==> config.mk <==
export PLATFORM = sky130hd
export DESIGN_NAME = queue_drain_tx
export DESIGN_NICKNAME = d
export VERILOG_FILES = /design/src/rtl/queue_drain_tx.sv
export SDC_FILE = /design/constraint.sdc
export NUM_CORES = 1
export LEC_CHECK = 0
export CAP_MARGIN = 0
export CORE_ASPECT_RATIO = 1.2
export CORE_UTILIZATION = 41
export DETAILED_ROUTE_END_ITERATION = 6
export MAX_ROUTING_LAYER = met4
export PLACE_DENSITY = 0.81
export SETUP_SLACK_MARGIN = 0.1
export SYNTH_ARGS = -nofsm -noshare
export SYNTH_HDL_FRONTEND = slang
export SYNTH_SLANG_ARGS = --single-unit
==> constraint.sdc <==
create_clock -name clk -period 2.1 [get_ports clk]
set_input_delay 0.42 -clock clk [delete_from_list [all_inputs] [get_ports clk]]
set_output_delay 0.42 -clock clk [all_outputs]
set_load 0.01 [all_outputs]
==> src/rtl/queue_drain_tx.sv <==
// Read side of the router input queue: pops valid head flits and forwards them
// onto the outbound link under credit flow control, or discards them in flush mode.
module queue_drain_tx #(
    parameter  int PL      = 8,
    parameter  int CREDITS = 4,
    localparam int CW      = $clog2(CREDITS + 1),
    parameter  int CNT_W   = 16
) (
    input  logic             clk,
    input  logic             rst,
    input  logic [0:PL-1]    head_data,
    input  logic             enable,
    input  logic             flush,
    input  logic             link_credit,
    output logic             queue_shift,
    output logic [0:PL-1]    link_data,
    output logic [CW-1:0]    credits,
    output logic             busy,
    output logic             credit_err,
    output logic [CNT_W-1:0] flit_count
);

    localparam logic [CW-1:0] CREDITS_FULL = CW'(CREDITS);

    typedef enum logic [1:0] {
        S_IDLE  = 2'd0,
        S_RUN   = 2'd1,
        S_FLUSH = 2'd2
    } state_t;

    state_t           state_q, state_d;
    logic             queue_shift_q, queue_shift_d;
    logic [0:PL-1]    link_data_q, link_data_d;
    logic [CW-1:0]    credits_q, credits_d;
    logic             credit_err_q, credit_err_d;
    logic [CNT_W-1:0] flit_count_q, flit_count_d;
    logic             send;
    logic             head_valid;

    assign head_valid = head_data[0];

    always_comb begin
        state_d       = state_q;
        queue_shift_d = 1'b0;
        link_data_d   = '0;
        send          = 1'b0;

        case (state_q)
            S_IDLE: begin
                if (flush) begin
                    state_d = S_FLUSH;
                end else if (enable) begin
                    state_d = S_RUN;
                end
            end
            S_RUN: begin
                // Send decision uses the RUN state even when leaving it this edge.
                if (head_valid && (credits_q != '0)) begin
                    send          = 1'b1;
                    link_data_d   = head_data;
                    queue_shift_d = 1'b1;
                end
                if (flush) begin
                    state_d = S_FLUSH;
                end else if (!enable) begin
                    state_d = S_IDLE;
                end
            end
            S_FLUSH: begin
                if (head_valid) begin
                    queue_shift_d = 1'b1;
                end else if (!flush) begin
                    state_d = S_IDLE;
                end
            end
            default: state_d = S_IDLE;
        endcase
    end

    always_comb begin
        credits_d    = credits_q;
        credit_err_d = credit_err_q;
        flit_count_d = flit_count_q;

        if (send) begin
            flit_count_d = flit_count_q + CNT_W'(1);
        end

        if (send && !link_credit) begin
            credits_d = credits_q - CW'(1);
        end else if (!send && link_credit) begin
            // A return into a full counter means downstream over-credited us.
            if (credits_q == CREDITS_FULL) begin
                credit_err_d = 1'b1;
            end else begin
                credits_d = credits_q + CW'(1);
            end
        end
    end

    always_ff @(posedge clk) begin
        if (rst) begin
            state_q       <= S_IDLE;
            queue_shift_q <= 1'b0;
            link_data_q   <= '0;
            credits_q     <= CREDITS_FULL;
            credit_err_q  <= 1'b0;
            flit_count_q  <= '0;
        end else begin
            state_q       <= state_d;
            queue_shift_q <= queue_shift_d;
            link_data_q   <= link_data_d;
            credits_q     <= credits_d;
            credit_err_q  <= credit_err_d;
            flit_count_q  <= flit_count_d;
        end
    end

    assign queue_shift = queue_shift_q;
    assign link_data   = link_data_q;
    assign credits     = credits_q;
    assign credit_err  = credit_err_q;
    assign flit_count  = flit_count_q;
    assign busy        = (state_q != S_IDLE) || head_valid;

endmodule

==> reports/qor.yml <==
cts_tree: "done"
yosys-top-cells-area: "dfxtp_1 44%, xor2_1 5.6%, ha_1 5.4%"
initial_core_util: 0.445
maxSlewViolCount: 0
hold_viol: 0
p_clk_frac: 0.308
fp.coreArea_mm2: 0.00314
fin_ws_ns: 0.171
ys_top_cells_by_count: "31 x dfxtp_1, 15 x nor2_1, 12 x a21oi_1, 9 x xor2_1"
synthMuxAreaShare: 0.00717
finalPower_w: 0.00109
min_path_type: "flip-flop to flip-flop"
synth_cell_types: 36
fin_nets: 223
grt_pass1_vias: 1360
cts.clk_slew.worst_paths_ns: 0.10
cp_data_arrival_time_ns: 2.14
drt_pre_antenna_iters: 4
grt_util_met3: 0.0724
path_max_fanout: 3
rows: 22
synth.avg_cell_area_um2: 9.50
multi_input_area_um2: 737
synth_area_mm2: 0.00140
ant_nets: 0
syn2layout_area_growth_pct: 43.5
ys.flop_type: "dfxtp_1"
grtUsageMet1: 0.190
io_buffers: 42
fin_tns_setup_ns: 0
finalInstanceArea_mm2: 0.00200
gp_congestion: 0.747
placed_area_mm2: 0.00193
antenna_found_initial: 0
grtUsageMet2: 0.367
rsz0062_at_grt: "true"
hold_ws_ns: 0.503
synth-seq-cells: 31
ios: 43
p_leak_nw: 0.742
fill_cells: 282
drive_gt1_frac: 0.167
grt_pass1_wl_um: 5580
final.setup_skew_ns: 0.00470
cts_buffers: 5
status: "finished clean"
register_area_um2: 628
p_sw_w: 0.000287
finalCritPeriodShare: 0.919
grt.overflow.total: 0
grt_max_degree: 22
yosysMostFrequentCell: "dfxtp_1"
p_per_area_mw_per_mm2: 541
synth_nets: 167
seq_area_frac_synth: 0.444
synth-compound-area-share: 0.116
vias: 1298
critPathLaunchType: "flip-flop"
die_x_um: 55.3
synth_edf_count: 0
max_freq_ghz: 0.518
place_ws_ns: -0.316
clock_sinks: 31
crit_type: "flip-flop to flip-flop"
max-slew-margin-rel: 0.670
combPwrFrac: 0.132
post_drt_wl_per_cell_um: 13.6
setup_viol: 0
vias_per_cell: 5.41
r2r_setup_slack_ns: 0.17
peakVddDrop_mv: 0.525
seq_power_share: 0.561
synth_adder_area_share: 0.0681
synth_top_area_share: 0.444
internal_power_w: 0.000798
period_minus_slack_ns: 1.93
drtIter0Drc: 24
yosys_warnings: 0
dieArea_mm2: 0.00364
worst_pin_slew_ns: 0.488
wirelength_um: 3260
n_antenna_cell: 0
syn_inst: 147
gr-usage-all-layers: 0.198
synth_top_family_by_area: "simple AND/OR/NAND/NOR gates"
ctsRootBufferMaster: "clkbuf_4"
place_hpwl_um: 2490
synth_xor_area_frac: 0.0627
yosysTopAreaCell: "dfxtp_1"
synthSimpleGateAreaFrac: 0.254
drc: 0
clockBufferDepth: 2
crit_path_end_kind: "flip-flop"
die_h_um: 65.9
h-tree-depth: 2
top_usage_layer: "met2"
cp.required_ns: 2.31
cap_violations: 0
swShare: 0.265
ys_async_sr_fraction: 0
clk-insertion-delay-late_ns: 0.33
-- stage by stage --
stage,utilization,std cells
floorplan,-,147
global route,0.639,240
finish,0.639,240
detailed placement,0.616,230
CTS,0.633,238
global placement,0.616,230
-- routing by layer --
metal | up-vias | wire length [µm]
li1 | 635 | -
met1 | 610 | 1300
met2 | 48 | 1690
met3 | 5 | 218
met4 | 0 | 46
met5 | - | 0
-- logic make-up (layout without fill, tap and decap cells) --
group | Yosys count | in the layout
compound gates | 24 | 24
xor+xnor | 10 | 10
fa+ha+maj | 7 | 7
buf+inv | 14 | 71
flops | 31 | 31
mux | 1 | 1
simple gates | 60 | 60
-- worst paths after layout --
check	startpoint	endpoint	cells after the start
setup reg to reg	state_q[1]	credits[2]	10
hold reg to reg	flit_count[15]	flit_count[15]	2
setup / recovery	state_q[1]	credits[2]	10
hold / removal	flit_count[15]	flit_count[15]	2
-- sequential cells by signal, summed over array words and instances (netlist names) --
| signal | flops |
|---|---|
| flit_count | 16 |
| credits | 3 |
| queue_shift | 1 |
| state_q | 2 |
| credit_err | 1 |
| link_data | 8 |
-- placed cells by master, fill, tap and decap left out, types with 3 or more instances in the layout --
cell type / Yosys / layout
buf_4: 1 / 12
or4_1: 4 / 4
nand4_1: 6 / 6
and4_1: 3 / 3
a21oi_1: 12 / 12
dfxtp_2: 0 / 3
inv_1: 8 / 7
nor2_1: 15 / 15
o21ai_0: 4 / 4
ha_1: 6 / 4
clkbuf_4: 0 / 5
o31ai_1: 5 / 5
dfxtp_1: 31 / 27
clkdlybuf4s50_1: 0 / 40
clkinv_2: 0 / 3
xor2_1: 9 / 9
and3_1: 7 / 7
nand2_1: 8 / 8
nand3_1: 3 / 3
-- worst max-delay path, stage by stage, from the launching register on --
cell,delay (ns)
dfxtp_2,0.35
inv_2,0.08
ha_4,0.15
o311ai_4,0.09
inv_2,0.09
ha_4,0.12
inv_1,0.05
fa_2,0.33
xor2_1,0.16
o31ai_1,0.26
o311ai_1,0.13
-- power by group through the flow --
stage               logic (W)  registers (W)  clock network, W
floorplan           0.0000722       0.000625                 0
global placement     0.000132       0.000621                 0
detailed placement   0.000138       0.000622                 0
CTS                  0.000136       0.000608          0.000345
global route         0.000155       0.000610          0.000374
finish               0.000143       0.000609          0.000334
-- final cells by class --
cell class | count | area share
clock inverters | 3 | 0.00749
inverters | 9 | 0.0169
multi-input cells | 102 | 0.368
repair buffers | 54 | 0.253
well taps | 36 | 0.0225
clock buffers | 5 | 0.0187
flip-flops and latches | 31 | 0.313
-- what timing repair did --
action	4_1_cts	5_1_grt
setup endpoints to repair	2	2
pin swaps	0	3
resized for setup	3	2
buffers inserted	0	2
hold buffers	0	0
(Power assumes the default switching activity.)
